[src/rtl/vga_fb_arbiter.sv]
// Framebuffer port arbiter: display reads always win, writers share leftover
// slots round-robin (optionally only in vblank), plus a starved-frame counter.
module vga_fb_wr_lane (
  input  logic req,
  input  logic gnt,
  input  logic open,
  output logic elig
);
  // A writer granted this cycle sits out the next decision.
  assign elig = req & ~gnt & open;
endmodule

module vga_fb_arbiter #(
  parameter int NUM_REQ     = 4,
  parameter int ADDR_W      = 17,
  parameter int DATA_W      = 12,
  parameter bit VBLANK_ONLY = 1'b1
) (
  input  logic                      clk,
  input  logic                      reset,
  input  logic                      vblank,
  input  logic                      disp_req,
  input  logic [ADDR_W-1:0]         disp_addr,
  output logic [DATA_W-1:0]         disp_data,
  output logic                      disp_valid,
  input  logic [NUM_REQ-1:0]        wr_req,
  input  logic [NUM_REQ*ADDR_W-1:0] wr_addr,
  input  logic [NUM_REQ*DATA_W-1:0] wr_data,
  output logic [NUM_REQ-1:0]        wr_gnt,
  output logic                      mem_en,
  output logic                      mem_we,
  output logic [ADDR_W-1:0]         mem_addr,
  output logic [DATA_W-1:0]         mem_wdata,
  input  logic [DATA_W-1:0]         mem_rdata,
  output logic                      frame_tick,
  output logic [7:0]                starve_cnt
);
  localparam int PTR_W = (NUM_REQ > 1) ? $clog2(NUM_REQ) : 1;

  typedef enum logic {ACTIVE, BLANK} phase_t;

  phase_t                           phase;
  logic [NUM_REQ-1:0][ADDR_W-1:0]   wrAddrArr;
  logic [NUM_REQ-1:0][DATA_W-1:0]   wrDataArr;
  logic [NUM_REQ-1:0]               elig;
  logic                             wrOpen;
  logic [PTR_W-1:0]                 rrPtr;
  logic [PTR_W-1:0]                 selIdx;
  logic [PTR_W:0]                   cand;
  logic                             found;
  logic [1:0]                       vldPipe;

  assign wrAddrArr = wr_addr;
  assign wrDataArr = wr_data;
  assign wrOpen    = (VBLANK_ONLY == 1'b0) || vblank;

  genvar g;
  generate
    for (g = 0; g < NUM_REQ; g++) begin : gLane
      vga_fb_wr_lane uLane (
        .req  (wr_req[g]),
        .gnt  (wr_gnt[g]),
        .open (wrOpen),
        .elig (elig[g])
      );
    end
  endgenerate

  // Scan from rrPtr+1 upward with wrap, first eligible writer wins.
  always_comb begin
    found  = 1'b0;
    selIdx = rrPtr;
    cand   = '0;
    for (int k = 1; k <= NUM_REQ; k++) begin
      cand = {1'b0, rrPtr} + (PTR_W+1)'(k);
      if (cand >= (PTR_W+1)'(NUM_REQ)) cand = cand - (PTR_W+1)'(NUM_REQ);
      if (!found && elig[cand[PTR_W-1:0]]) begin
        found  = 1'b1;
        selIdx = cand[PTR_W-1:0];
      end
    end
  end

  always_ff @(posedge clk) begin
    if (reset) begin
      mem_en    <= 1'b0;
      mem_we    <= 1'b0;
      mem_addr  <= '0;
      mem_wdata <= '0;
      wr_gnt    <= '0;
      rrPtr     <= PTR_W'(NUM_REQ - 1);
      vldPipe   <= '0;
    end else begin
      vldPipe <= {vldPipe[0], disp_req};
      wr_gnt  <= '0;
      if (disp_req) begin
        mem_en   <= 1'b1;
        mem_we   <= 1'b0;
        mem_addr <= disp_addr;
      end else if (found) begin
        mem_en    <= 1'b1;
        mem_we    <= 1'b1;
        mem_addr  <= wrAddrArr[selIdx];
        mem_wdata <= wrDataArr[selIdx];
        wr_gnt    <= {{(NUM_REQ-1){1'b0}}, 1'b1} << selIdx;
        rrPtr     <= selIdx;
      end else begin
        mem_en <= 1'b0;
        mem_we <= 1'b0;
      end
    end
  end

  // RAM data arrives the cycle after mem_en; gate it so idle cycles read as 0.
  assign disp_valid = vldPipe[1];
  assign disp_data  = vldPipe[1] ? mem_rdata : '0;

  always_ff @(posedge clk) begin
    if (reset) begin
      phase      <= ACTIVE;
      frame_tick <= 1'b0;
      starve_cnt <= '0;
    end else begin
      frame_tick <= 1'b0;
      case (phase)
        ACTIVE: if (vblank) begin
          phase      <= BLANK;
          frame_tick <= 1'b1;
        end
        BLANK: if (!vblank) begin
          phase <= ACTIVE;
          if (VBLANK_ONLY && (|wr_req) && (starve_cnt != 8'hFF))
            starve_cnt <= starve_cnt + 8'd1;
        end
        default: phase <= ACTIVE;
      endcase
    end
  end
endmodule
[config.mk]
export PLATFORM = sky130hd
export DESIGN_NAME = vga_fb_arbiter
export DESIGN_NICKNAME = d
export VERILOG_FILES = /design/src/rtl/vga_fb_arbiter.sv
export SDC_FILE = /design/constraint.sdc
export NUM_CORES = 1
export LEC_CHECK = 0
export BUFFER_PORTS_ARGS = -buffer_cell sky130_fd_sc_hd__buf_2
export CAP_MARGIN = 20
export CORE_MARGIN = 5
export CORE_UTILIZATION = 44
export CTS_CLUSTER_DIAMETER = 30
export CTS_CLUSTER_SIZE = 30
export DETAILED_ROUTE_END_ITERATION = 7
export GPL_ROUTABILITY_DRIVEN = 0
export PLACE_DENSITY_LB_ADDON = 0.05
export SYNTH_ARGS = -nofsm -noshare
export SYNTH_HDL_FRONTEND = slang
export SYNTH_HIERARCHICAL = 1
export SYNTH_SLANG_ARGS = --single-unit
[constraint.sdc]
create_clock -name clk -period 3.95 [get_ports clk]
set_input_delay 0.5925 -clock clk [delete_from_list [all_inputs] [get_ports clk]]
set_output_delay 0.5925 -clock clk [all_outputs]
set_load 0.005 [all_outputs]
==> impl_metrics.json <==
{
  "finalCritPeriodShare_pct": 69.3,
  "totalWireLength_mm": 9.89,
  "grt_start_max_net_pins": 50,
  "place_ws_ps": 872,
  "worstSetupPathType": "primary input to flip-flop",
  "fin_ws_ps": 1210,
  "antenna_cells": 0,
  "synth_top_area_share_pct": 33.8,
  "syn_area_per_cell_um2": 8.41,
  "grt.overflow.total": 0,
  "dr_total_vias": 3288,
  "worst_pin_slew_ps": 1040,
  "hold_ws_ps": 431,
  "slew_viol_final": 0,
  "finalCriticalPeriod_ps": 2740,
  "syn-cell-area_um2": 2900,
  "grt_pass1_wl_mm": 15.6,
  "rsz0062_at_grt": "false",
  "drt_iter0_drc": 122,
  "vias_per_cell": 5.35,
  "antenna_left": 0,
  "fp.dieW_um": 91.2,
  "final_cell_mix": "buf_2, dfxtp_1, mux2i_1",
  "power.density_nw_per_um2": 306,
  "fmax_mhz": 365,
  "core_um2": 6390,
  "cp.required_ps": 4120,
  "setup_viol": 0,
  "cp_max_fo": 49,
  "cts_hold_buf": 0,
  "post_drt_wl_per_cell_um": 16.1,
  "start_util_pct": 45.4,
  "clk_pin_slew_ps": 100,
  "cts_tree": "built",
  "grtUsageTotal_pct": 22.5,
  "yosys-top-cells-area": "dfxtp_1, mux2i_1, o221ai_1",
  "leakage_nw": 2.06,
  "cp.arrival_ps": 2900,
  "synth_cells": 345,
  "cts_root_buf": "clkbuf_8",
  "grt_pass1_vias": 3225,
  "post-cts-setup-buffers": 0,
  "rows": 29,
  "outcome": "finished clean",
  "dr.pass1.iters": 4,
  "port_buffers": 209,
  "yosysTopAreaCell": "dfxtp_1",
  "slew_headroom_pct": 30.3,
  "end_kind": "flip-flop",
  "cts_buffers": 5,
  "hold_path_class": "flip-flop to flip-flop",
  "final_nets": 691,
  "cts_buffer_depth": 2,
  "yosysSeqAreaShare_pct": 33.8,
  "syn-num-nets": 499,
  "skew_ps": 10.3,
  "numClockSinks": 49,
  "final_common_cell": "buf_2",
  "clock_latency_ps": 300,
  "yosysWarnings": 6,
  "antenna_found_initial": 0,
  "dp_hpwl_mm": 7.61,
  "fin_setup_tns_ps": 0,
  "hold_violations": 0,
  "vdd_drop_max_v": 0.000166,
  "cts-resized-gates": 0,
  "cts_htree_levels": 2,
  "die_y_um": 91.2,
  "drc_errors": 0,
  "die_area_um2": 8320,
  "drv_cap": 0,
  "ys_types": 36,
  "syn_to_final_growth_pct": 38.5,
  "critPathLaunchType": "primary input",
  "io_pins": 210,
  "ys_ff_latch": 49,
  "layout-drive-gt1-share_pct": 44.8
}
-- state kept, by name, summed over array words and instances (netlist names) --
signal / flops
frame_tick: 1
starve_cnt: 8
rrPtr: 2
phase: 1
mem_addr: 17
mem_wdata: 12
wr_gnt: 4
mem_we: 1
mem_en: 1
vldPipe: 2
-- critical path, cell delays in order --
cell,delay [ps]
buf_2,120
and3b_1,230
nor2b_1,180
o21ai_2,480
and3_4,870
mux2i_1,270
o221ai_1,140
-- per-layer routing --
metal	GRT usage, %	part of all wire (%)	vias up
met5	0	0	-
met4	5.62	1.8	0
met3	5.95	8.1	14
met2	39.6	50	142
met1	27.2	40	1501
li1	-	-	1631
-- logic make-up after synthesis --
| logic type | synth area share, % |
|---|---|
| DFF | 33.8 |
| buffers and inverters | 7.24 |
| xor gates and xnor gates | 1.51 |
| muxes | 16.2 |
| AOI/OAI and AO/OA | 22.0 |
| adders and majority gates | 0.431 |
| and+or+nand+nor | 18.8 |
-- path summary, 6_finish.rpt --
| kind | cells after the start | startpoint | slack, ps | end |
|---|---|---|---|---|
| max | 7 | vblank | 1210 | mem_addr[15]$_SDFFE_PP0P_ |
| min | 1 | phase$_SDFF_PP0_ | 430 | frame_tick$_SDFF_PP0_ |
| max reg2reg | 6 | wr_gnt[1]$_SDFF_PP0_ | 1260 | mem_addr[15]$_SDFFE_PP0P_ |
| min reg2reg | 1 | phase$_SDFF_PP0_ | 430 | frame_tick$_SDFF_PP0_ |
-- Yosys cell counts --
cell type and number:
nor4_1 1, nand4_1 1, and3_4 1, or2_2 18, dfxtp_1 49, and3b_1 4, or3b_1 1, or4_1 1
o21ai_0 15, or3_1 4, clkbuf_1 16, o221ai_1 17, a22oi_1 18, o211ai_1 12, a211oi_1 1, mux2i_1 47
xor2_1 1, and2_1 12, nand2_1 27, buf_2 6, ha_1 1, buf_4 2, inv_1 18, a21oi_1 15
a31oi_1 12, xnor2_1 4, o21ai_2 1, buf_6 3, o2111ai_1 1, nor3_1 6, nand3_1 5, nand2b_1 2
nor2b_1 5, nor2_1 15, buf_1 1, a21o_1 2
-- final cells by class --
cell class | instances | area [um^2]
multi-input combinational | 250 | 1710
sequential | 49 | 981
tap | 77 | 96.3
inverter | 18 | 67.6
timing repair buffer | 213 | 1070
clock inverter | 3 | 21.3
clock buffer | 5 | 68.8
fill | 610 | 2370
-- power breakdown --
group          switching, W  total (W)  internal (W)
combinational      0.000179   0.000364      0.000185
clock              0.000184   0.000310      0.000126
sequential        0.0000223   0.000557      0.000535
-- stage by stage --
| stage | total power, W | utilization [%] | cell area, um^2 | cells |
|---|---|---|---|---|
| after floorplan | 0.000790 | - | 2900 | 345 |
| after global placement | 0.000927 | 61.4 | 3920 | 606 |
| after detailed placement | 0.000935 | 61.4 | 3920 | 606 |
| after CTS | 0.00124 | 62.9 | 4010 | 614 |
| after global routing | 0.00130 | 62.9 | 4020 | 615 |
| final | 0.00123 | 62.9 | 4020 | 615 |
Note: power is estimated with default switching activity, not from simulation.
